**src/rtl/data_mem_dump_arbiter_if.sv**
```systemverilog
// +--------------------------------------------------------------------------+
// | data_mem_dump_arbiter_if                                                 |
// | Pipeline, memory-port and dump-stream signals of the data-memory arbiter.|
// | Revision: 1.0                                                            |
// +--------------------------------------------------------------------------+
`default_nettype none

interface data_mem_dump_arbiter_if #(
   parameter int LEN         = 32,
   parameter int NB_ADDR_MEM = 11
);
   logic [LEN-1:0]         i_pipe_addr;
   logic [LEN-1:0]         i_pipe_wdata;
   logic                   i_pipe_mem_read;
   logic                   i_pipe_mem_write;
   logic [LEN-1:0]         o_pipe_rdata;
   logic                   i_halted;
   logic                   i_dump_start;
   logic [NB_ADDR_MEM-1:0] o_mem_addr;
   logic [LEN-1:0]         o_mem_wdata;
   logic                   o_mem_wea;
   logic                   o_mem_ena;
   logic [LEN-1:0]         i_mem_rdata;
   logic [LEN-1:0]         o_dump_data;
   logic                   o_dump_valid;
   logic                   i_dump_ready;
   logic                   o_dump_busy;
   logic                   o_dump_done;
   logic                   o_dump_abort;

   // Arbiter side.
   modport slave (
      input  i_pipe_addr, i_pipe_wdata, i_pipe_mem_read, i_pipe_mem_write,
      input  i_halted, i_dump_start, i_mem_rdata, i_dump_ready,
      output o_pipe_rdata, o_mem_addr, o_mem_wdata, o_mem_wea, o_mem_ena,
      output o_dump_data, o_dump_valid, o_dump_busy, o_dump_done, o_dump_abort
   );

   // Environment side: pipeline, memory and debug unit.
   modport master (
      output i_pipe_addr, i_pipe_wdata, i_pipe_mem_read, i_pipe_mem_write,
      output i_halted, i_dump_start, i_mem_rdata, i_dump_ready,
      input  o_pipe_rdata, o_mem_addr, o_mem_wdata, o_mem_wea, o_mem_ena,
      input  o_dump_data, o_dump_valid, o_dump_busy, o_dump_done, o_dump_abort
   );
endinterface

`default_nettype wire

```
**src/rtl/data_mem_dump_arbiter.sv**
```systemverilog
// +--------------------------------------------------------------------------+
// | data_mem_dump_arbiter                                                    |
// | Shares the MEM-stage data memory port between the pipeline and a debug   |
// | dump sequencer. Define DUMP_ADDR_TAG_EN to send address/data pairs.      |
// | Revision: 1.0                                                            |
// +--------------------------------------------------------------------------+
`default_nettype none

module data_mem_dump_arbiter #(
   parameter int LEN         = 32,
   parameter int NB_ADDR_MEM = 11,
   parameter int DUMP_WORDS  = 2048
) (
   input  logic                     i_clk,
   input  logic                     i_rst,
   data_mem_dump_arbiter_if.slave   bus
);

   localparam logic [NB_ADDR_MEM-1:0] LAST_ADDR = NB_ADDR_MEM'(DUMP_WORDS - 1);

   typedef enum logic [2:0] {
      ST_IDLE      = 3'd0,
      ST_WAIT_HALT = 3'd1,
      ST_ISSUE     = 3'd2,
      ST_CAPTURE   = 3'd3,
      ST_SEND      = 3'd4,
      ST_DONE      = 3'd5
`ifdef DUMP_ADDR_TAG_EN
      ,ST_SEND_ADDR = 3'd6
`endif
   } state_t;

   state_t                 state_q;
   logic [NB_ADDR_MEM-1:0] cnt_q;
   logic [LEN-1:0]         dump_data_q;
   logic                   valid_q;
   logic                   busy_q;
   logic                   done_q;
   logic                   abort_q;
`ifdef DUMP_ADDR_TAG_EN
   logic [LEN-1:0]         word_q;
`endif

   logic seq_owns;
   logic unused_pipe_addr_hi;

   assign seq_owns            = (state_q != ST_IDLE) && (state_q != ST_WAIT_HALT);
   assign unused_pipe_addr_hi = ^bus.i_pipe_addr[LEN-1:NB_ADDR_MEM];

   // Pipeline path is purely combinational so the MEM stage sees no extra latency.
   assign bus.o_mem_addr   = seq_owns ? cnt_q : bus.i_pipe_addr[NB_ADDR_MEM-1:0];
   assign bus.o_mem_wdata  = seq_owns ? '0 : bus.i_pipe_wdata;
   assign bus.o_mem_wea    = seq_owns ? 1'b0 : bus.i_pipe_mem_write;
   assign bus.o_mem_ena    = seq_owns ? (state_q == ST_ISSUE)
                                      : (bus.i_pipe_mem_read | bus.i_pipe_mem_write);
   assign bus.o_pipe_rdata = bus.i_mem_rdata;

   assign bus.o_dump_data  = dump_data_q;
   assign bus.o_dump_valid = valid_q;
   assign bus.o_dump_busy  = busy_q;
   assign bus.o_dump_done  = done_q;
   assign bus.o_dump_abort = abort_q;

   always_ff @(posedge i_clk or negedge i_rst) begin
      if (!i_rst) begin
         state_q     <= ST_IDLE;
         cnt_q       <= '0;
         dump_data_q <= '0;
         valid_q     <= 1'b0;
         busy_q      <= 1'b0;
         done_q      <= 1'b0;
         abort_q     <= 1'b0;
`ifdef DUMP_ADDR_TAG_EN
         word_q      <= '0;
`endif
      end else begin
         done_q  <= 1'b0;
         abort_q <= 1'b0;
         case (state_q)
            ST_IDLE: begin
               if (bus.i_dump_start) begin
                  state_q <= ST_WAIT_HALT;
                  cnt_q   <= '0;
                  busy_q  <= 1'b1;
               end
            end
            ST_WAIT_HALT: begin
               if (bus.i_halted) begin
                  state_q <= ST_ISSUE;
               end
            end
            ST_ISSUE: begin
               if (!bus.i_halted) begin
                  state_q <= ST_IDLE;
                  busy_q  <= 1'b0;
                  abort_q <= 1'b1;
               end else begin
                  state_q <= ST_CAPTURE;
               end
            end
            ST_CAPTURE: begin
               if (!bus.i_halted) begin
                  state_q <= ST_IDLE;
                  busy_q  <= 1'b0;
                  abort_q <= 1'b1;
               end else begin
                  valid_q <= 1'b1;
`ifdef DUMP_ADDR_TAG_EN
                  word_q      <= bus.i_mem_rdata;
                  dump_data_q <= LEN'(cnt_q);
                  state_q     <= ST_SEND_ADDR;
`else
                  dump_data_q <= bus.i_mem_rdata;
                  state_q     <= ST_SEND;
`endif
               end
            end
`ifdef DUMP_ADDR_TAG_EN
            ST_SEND_ADDR: begin
               if (!bus.i_halted) begin
                  state_q <= ST_IDLE;
                  valid_q <= 1'b0;
                  busy_q  <= 1'b0;
                  abort_q <= 1'b1;
               end else if (bus.i_dump_ready) begin
                  // Valid stays high: the data word follows the address tag back to back.
                  dump_data_q <= word_q;
                  state_q     <= ST_SEND;
               end
            end
`endif
            ST_SEND: begin
               if (!bus.i_halted) begin
                  state_q <= ST_IDLE;
                  valid_q <= 1'b0;
                  busy_q  <= 1'b0;
                  abort_q <= 1'b1;
               end else if (bus.i_dump_ready) begin
                  valid_q <= 1'b0;
                  if (cnt_q == LAST_ADDR) begin
                     state_q <= ST_DONE;
                     done_q  <= 1'b1;
                  end else begin
                     cnt_q   <= cnt_q + NB_ADDR_MEM'(1);
                     state_q <= ST_ISSUE;
                  end
               end
            end
            ST_DONE: begin
               state_q <= ST_IDLE;
               busy_q  <= 1'b0;
            end
            default: begin
               state_q <= ST_IDLE;
               valid_q <= 1'b0;
               busy_q  <= 1'b0;
            end
         endcase
      end
   end

endmodule

`default_nettype wire

```
**src/flat_wrapper.sv**
```systemverilog
// flat-port wrapper written by rule: the top's interface ports become plain ports
module data_mem_dump_arbiter_flat 
#(
   parameter int LEN         = 32,
   parameter int NB_ADDR_MEM = 11,
   parameter int DUMP_WORDS  = 2048
)
  (i_clk, i_rst, bus_i_pipe_addr, bus_i_pipe_wdata, bus_i_pipe_mem_read, bus_i_pipe_mem_write, bus_i_halted, bus_i_dump_start, bus_i_mem_rdata, bus_i_dump_ready, bus_o_pipe_rdata, bus_o_mem_addr, bus_o_mem_wdata, bus_o_mem_wea, bus_o_mem_ena, bus_o_dump_data, bus_o_dump_valid, bus_o_dump_busy, bus_o_dump_done, bus_o_dump_abort);
  data_mem_dump_arbiter_if #(.LEN(LEN), .NB_ADDR_MEM(NB_ADDR_MEM)) bus_i ();
  input  logic i_clk;
  input  logic i_rst;
  input wire logic [$bits(bus_i.i_pipe_addr)-1:0] bus_i_pipe_addr;
  input wire logic [$bits(bus_i.i_pipe_wdata)-1:0] bus_i_pipe_wdata;
  input wire logic [$bits(bus_i.i_pipe_mem_read)-1:0] bus_i_pipe_mem_read;
  input wire logic [$bits(bus_i.i_pipe_mem_write)-1:0] bus_i_pipe_mem_write;
  input wire logic [$bits(bus_i.i_halted)-1:0] bus_i_halted;
  input wire logic [$bits(bus_i.i_dump_start)-1:0] bus_i_dump_start;
  input wire logic [$bits(bus_i.i_mem_rdata)-1:0] bus_i_mem_rdata;
  input wire logic [$bits(bus_i.i_dump_ready)-1:0] bus_i_dump_ready;
  output wire logic [$bits(bus_i.o_pipe_rdata)-1:0] bus_o_pipe_rdata;
  output wire logic [$bits(bus_i.o_mem_addr)-1:0] bus_o_mem_addr;
  output wire logic [$bits(bus_i.o_mem_wdata)-1:0] bus_o_mem_wdata;
  output wire logic [$bits(bus_i.o_mem_wea)-1:0] bus_o_mem_wea;
  output wire logic [$bits(bus_i.o_mem_ena)-1:0] bus_o_mem_ena;
  output wire logic [$bits(bus_i.o_dump_data)-1:0] bus_o_dump_data;
  output wire logic [$bits(bus_i.o_dump_valid)-1:0] bus_o_dump_valid;
  output wire logic [$bits(bus_i.o_dump_busy)-1:0] bus_o_dump_busy;
  output wire logic [$bits(bus_i.o_dump_done)-1:0] bus_o_dump_done;
  output wire logic [$bits(bus_i.o_dump_abort)-1:0] bus_o_dump_abort;
  assign bus_i.i_pipe_addr = bus_i_pipe_addr;
  assign bus_i.i_pipe_wdata = bus_i_pipe_wdata;
  assign bus_i.i_pipe_mem_read = bus_i_pipe_mem_read;
  assign bus_i.i_pipe_mem_write = bus_i_pipe_mem_write;
  assign bus_i.i_halted = bus_i_halted;
  assign bus_i.i_dump_start = bus_i_dump_start;
  assign bus_i.i_mem_rdata = bus_i_mem_rdata;
  assign bus_i.i_dump_ready = bus_i_dump_ready;
  assign bus_o_pipe_rdata = bus_i.o_pipe_rdata;
  assign bus_o_mem_addr = bus_i.o_mem_addr;
  assign bus_o_mem_wdata = bus_i.o_mem_wdata;
  assign bus_o_mem_wea = bus_i.o_mem_wea;
  assign bus_o_mem_ena = bus_i.o_mem_ena;
  assign bus_o_dump_data = bus_i.o_dump_data;
  assign bus_o_dump_valid = bus_i.o_dump_valid;
  assign bus_o_dump_busy = bus_i.o_dump_busy;
  assign bus_o_dump_done = bus_i.o_dump_done;
  assign bus_o_dump_abort = bus_i.o_dump_abort;
  data_mem_dump_arbiter #(.LEN(LEN), .NB_ADDR_MEM(NB_ADDR_MEM), .DUMP_WORDS(DUMP_WORDS)) u_core (.i_clk(i_clk), .i_rst(i_rst), .bus(bus_i));
endmodule
```
**config.mk**
```make
export PLATFORM = sky130hd
export DESIGN_NAME = data_mem_dump_arbiter_flat
export DESIGN_NICKNAME = d
export VERILOG_FILES = /design/src/rtl/data_mem_dump_arbiter_if.sv /design/src/rtl/data_mem_dump_arbiter.sv /design/src/flat_wrapper.sv
export SDC_FILE = /design/constraint.sdc
export NUM_CORES = 1
export LEC_CHECK = 0
export ABC_AREA = 1
export CORE_MARGIN = 2
export CORE_UTILIZATION = 37
export DETAILED_ROUTE_END_ITERATION = 10
export GPL_ROUTABILITY_DRIVEN = 0
export HOLD_SLACK_MARGIN = 0.15
export PLACE_DENSITY = 0.89
export SLEW_MARGIN = 25
export SYNTH_ARGS = -nofsm -noshare
export SYNTH_HDL_FRONTEND = slang
export SYNTH_SLANG_ARGS = --single-unit
```
**constraint.sdc**
```tcl
create_clock -name i_clk -period 2.5 [get_ports i_clk]
set_input_delay 0.5 -clock i_clk [delete_from_list [all_inputs] [get_ports i_clk]]
set_output_delay 0.5 -clock i_clk [all_outputs]
set_load 0.01 [all_outputs]
```
Word-level counts from Yosys, hierarchy flattened
Index checks and enable logic that the tools add are counted.
- bits in registers: 50
- output and inout port bits: 113
- logic and storage cells: 67
- $add $sub $neg: 1
- equal/unequal tests: 15
- muxes and demuxes: 30
- bitwise gates (word level): 3
- reductions and logical operators: 11
- operators with widths (kind ; count):
    $mux W11 ; 5
    $mux W32 ; 1
    $pmux W11 S2 ; 1
    $mux W3 ; 6
    $pmux W3 S5 ; 1
    $ne A2 B2 Y1 const B ; 7
    $mux W1 ; 13
    $add A11 B1 Y11 const B ; 1
    $eq A11 B11 Y1 const B ; 1
    $reduce_and A3 Y1 ; 3
    $eq A3 B2 Y1 const B ; 2
    $eq A3 B3 Y1 const B ; 2
    $pmux W1 S3 ; 2
    $reduce_and A5 Y1 ; 1
    $reduce_or A4 Y1 ; 1
    $eq A3 B1 Y1 const B ; 1
    $logic_not A3 Y1 ; 1
    $ne A3 B1 Y1 const B ; 1
    $ne A3 B3 Y1 const B ; 1
    $reduce_bool A3 Y1 ; 1
    $reduce_or A3 Y1 ; 1
    $mux W2 ; 1
    $not A1 Y1 ; 2
    $reduce_and A2 Y1 ; 1
    other kinds (3) ; 3

Longest topological paths before layout
Gate-level depths: netlist (run 1).
- depth in word-level cells: 5
- depth in mapped cells: 10
- gate-level depth less buffers: 9

Worst setup path after synthesis (run 1)
No wires, ideal clock.
- kind: register to output
- from: reg u_core.state_q[1]
- to: out bus_o_mem_addr[0]
- arrival: 1060 ps
- data required time: 2000 ps
- setup slack: 940 ps
- cell stages (with the launch flop): 5
- path through: dfrtp_1 > nor2_1 > clkbuf_1 > nand2_1 > o21ai_0
- word-level cells in the longest chain between the ends: 3
- elaborated cells on any way between the ends: 4
- classes of those cells: eq/ne: 1; mux: 1; reduce/logical: 2
- RTL lines (what ; RTL line ; source):
    start, declared ; data_mem_dump_arbiter.sv:33 ; state_t state_q;
    start signal, assigned ; data_mem_dump_arbiter.sv:66 ; state_q <= ST_IDLE;
    start signal, assigned ; data_mem_dump_arbiter.sv:82 ; state_q <= ST_WAIT_HALT;
    start signal, assigned ; data_mem_dump_arbiter.sv:89 ; state_q <= ST_ISSUE;
    $ne A3 B1 Y1 or $reduce_bool A3 Y1 (tied branches) ; data_mem_dump_arbiter.sv:47 ; assign seq_owns = (state_q != ST_IDLE) && (state_q != ST_WAIT_HALT);
    $logic_and A1 B1 Y1 (*) ; data_mem_dump_arbiter.sv:47 ;
    $mux W11 (*) ; data_mem_dump_arbiter.sv:51 ; assign bus.o_mem_addr = seq_owns ? cnt_q : bus.i_pipe_addr[NB_ADDR_MEM-1:0];
    end, declared ; flat_wrapper.sv:21 ; output wire logic [$bits(bus_i.o_mem_addr)-1:0] bus_o_mem_addr;
Every way passes the cells marked *; elsewhere a longest branch is shown, timed or not.

Final worst setup path (run 1)
- from: reg u_core.state_q[1]
- to: out bus_o_mem_addr[10]
The elaborated chain is that of the path after synthesis.

==> impl_metrics.py, run 1 <==
metrics = {
    "clocking": {
        "htree_levels": 2,
        "clk_latency_ns": 0.30,
        "cts_resized": 0,
        "cts_root_buffer": "clkbuf_8",
        "cts_buffers": 5,
        "cts_buffer_depth": 2,
        "clk_pin_slew_ns": 0.09,
        "cts_tree": "built",
        "clock-sinks": 50,
        "hold_buffers": 0,
        "cts_setup_buffers": 0,
    },
    "yosys": {
        "yosys-top-cells-count": "177 x nand2_1, 53 x nor2_1, 50 x dfrtp_1",
        "synth_most_common_cell": "nand2_1",
        "synth-edff-count": 0,
        "synth_ff_type": "dfrtp_1",
        "syn_nets": 533,
        "synthDistinctLibCells": 25,
        "ys_seq_area_frac": 0.425,
        "synth_top_cell_by_area": "dfrtp_1",
        "async_flop_share": 1.00,
        "synthTopCellsByArea": "dfrtp_1 43%, nand2_1 23%, buf_4 8.2%",
        "avgSynthCellArea_um2": 6.86,
        "synth-seq-cells": 50,
        "netlist_instances": 429,
        "yosys_warnings": 0,
        "netlist_area_um2": 2940,
        "synth_top_cell_area_share": 0.425,
    },
    "layout": {
        "syn_to_final_growth_pct": 67.4,
        "nets": 696,
        "post-route-util": 0.637,
        "antenna_cells": 0,
        "drive_gt1_frac": 0.0590,
        "seqCellArea_um2": 1250,
        "stdcell_count": 695,
        "fillers": 652,
        "multi_input_area_um2": 1200,
    },
    "placed_design": {
        "io_buffers": 194,
        "dp.cells": 687,
        "dp_worst_setup_slack_ns": 0.316,
        "dpl.hpwl_um": 6860,
    },
    "global_routing": {
        "track_usage": 0.197,
        "antenna_found_initial": 0,
        "grt_pass1_wl_um": 13800,
        "grt_pass1_vias": 3171,
        "grt_max_degree": 38,
        "grt_overflow_total": 0,
    },
    "routing": {
        "post_drt_via_cell_ratio": 4.58,
        "drt-wirelength-per-cell_um": 12.7,
        "drtIter0Drc": 138,
        "vias": 3186,
        "drt_first_pass_iters": 4,
        "route.detailed.drc": 0,
        "ant_nets": 0,
        "wirelength_um": 8800,
    },
    "sta": {
        "setup_viol": 0,
        "fmax_mhz": 421,
        "maxSlewViolCount": 0,
        "fin_crit_ns": 2.38,
        "post-route-period-util": 0.950,
        "grt_setup_unrepaired": "false",
        "tns_ns": 0,
        "skew_ns": 0.00912,
        "hold_viol": 0,
        "maxSlewHeadroom": 0.620,
        "tightestPinTransition_ns": 0.571,
        "setup_ws_ns": 0.124,
    },
    "floorplan": {
        "coreArea_um2": 7730,
        "io_pins": 216,
        "die-area_um2": 8680,
        "die_x_um": 93.2,
        "start_util": 0.381,
        "die_h_um": 93.2,
        "rows": 32,
    },
    "critical_path": {
        "reg2reg_slack_ns": 0.79,
        "reg2reg_depth": 9,
        "r2r-start": "u_core.cnt_q[0]",
        "worst_ep_required_time_ns": 2.00,
        "worstPathArrival_ns": 1.88,
        "timing_worst_setup_path_type": "register to output port",
        "cp_max_fo": 20,
        "r2r-end": "u_core.cnt_q[5]",
        "cp-end-kind": "output port",
        "start_kind": "register",
    },
    "run": {
        "drv_cap": 0,
    },
    "power_and_ir_drop": {
        "ir_worst_vdd_mv": 0.446,
        "p_per_area_nw_per_um2": 859,
        "power_leakage_nw": 2.36,
    },
    "worst_hold_path": {
        "min_path_type": "input pin to asynchronous set/reset pin",
    },
    "run_status": {
        "outcome": "finished, final reports clean",
    },
}
how the worst max path moves through the flow:
stage	startpoint	end	slack (ns)	cells after the start
global placement	bus_i_pipe_mem_write	bus_o_mem_ena	0.35	4
CTS	u_core.state_q[1]	bus_o_mem_addr[4]	0.03	5
floorplan	u_core.state_q[1]	bus_o_mem_addr[0]	0.94	4
detailed placement	bus_i_pipe_addr[10]	bus_o_mem_addr[10]	0.32	4
finish	u_core.state_q[1]	bus_o_mem_addr[10]	0.12	5
global route	u_core.state_q[1]	bus_o_mem_addr[10]	0.04	5
worst max-delay path, stage by stage, from the launching register on:
cell and delay (ns):
dfrtp_1 0.46, nor2_4 0.18, buf_6 0.19, nand2_1 0.06, o21ai_0 0.09, clkdlybuf4s50_1 0.60
state kept, by name, summed over array words and instances, names as in the netlist:
signal                   count
u_core.state_q               3
u_core.bus.o_dump_done       1
u_core.bus.o_dump_data      32
u_core.bus.o_dump_valid      1
u_core.cnt_q                11
u_core.bus.o_dump_abort      1
u_core.bus.o_dump_busy       1
power breakdown:
group	switching, mW	internal (mW)
Sequential	0.171	1.08
Clock	0.265	0.427
Combinational	1.09	1.19
logic make-up after synthesis:
| group | Yosys count | synth area share |
|---|---|---|
| flops | 50 | 0.425 |
| xor+xnor | 1 | 0.00298 |
| simple gates | 258 | 0.357 |
| buf+inv | 97 | 0.168 |
| compound gates | 22 | 0.0421 |
| fa+ha+maj | 1 | 0.00425 |
layout make-up:
cell class	count	share of cell area
clock buffer	6	0.0168
clock inverter	2	0.0122
multi-input combinational	282	0.244
inverter	53	0.0409
timing repair buffer	200	0.406
tap	102	0.0259
sequential	50	0.254
metrics by stage:
step	hold slack [ns]	cell area [um2]	power, mW
global placement	0.460	4770	3.46
global route	0.221	4920	4.51
floorplan	0.204	2940	2.27
CTS	0.194	4910	4.25
finish	0.182	4920	4.23
detailed placement	0.462	4770	3.53
metal layers:
metal	track usage	vias up	wire, um
met3	0.0604	18	853
li1	-	1579	-
met2	0.373	164	4490
met1	0.201	1425	3260
met5	0	-	0
met4	0.0735	0	190
cell usage in the layout, fill, tap and decap left out, types with 5 or more instances in the layout:
master,count
clkbuf_8,6
clkdlybuf4s50_1,193
dfrtp_1,50
inv_1,46
inv_2,6
nand2_1,177
nand3_1,10
nand4_1,5
nor2_1,52
o21ai_0,16
(Power assumes the default switching activity.)
==> inputs of run 2 (changes only) <==
--- a/config.mk
+++ b/config.mk
@@ -10,7 +10,7 @@
 export CORE_UTILIZATION = 37
 export DETAILED_ROUTE_END_ITERATION = 10
 export GPL_ROUTABILITY_DRIVEN = 0
-export HOLD_SLACK_MARGIN = 0.15
+export HOLD_SLACK_MARGIN = 0.03
 export PLACE_DENSITY = 0.89
 export SLEW_MARGIN = 25
 export SYNTH_ARGS = -nofsm -noshare
==> results of run 2 <==
Final layout, timing and power as in run 1 (identical DEF).
==> inputs of run 3 (changes only) <==
--- a/config.mk
+++ b/config.mk
@@ -12,6 +12,7 @@
 export GPL_ROUTABILITY_DRIVEN = 0
 export HOLD_SLACK_MARGIN = 0.03
 export PLACE_DENSITY = 0.89
+export SKIP_CTS_REPAIR_TIMING = 1
 export SLEW_MARGIN = 25
 export SYNTH_ARGS = -nofsm -noshare
 export SYNTH_HDL_FRONTEND = slang
==> results of run 3 <==
Final layout, timing and power as in run 1 (identical DEF).
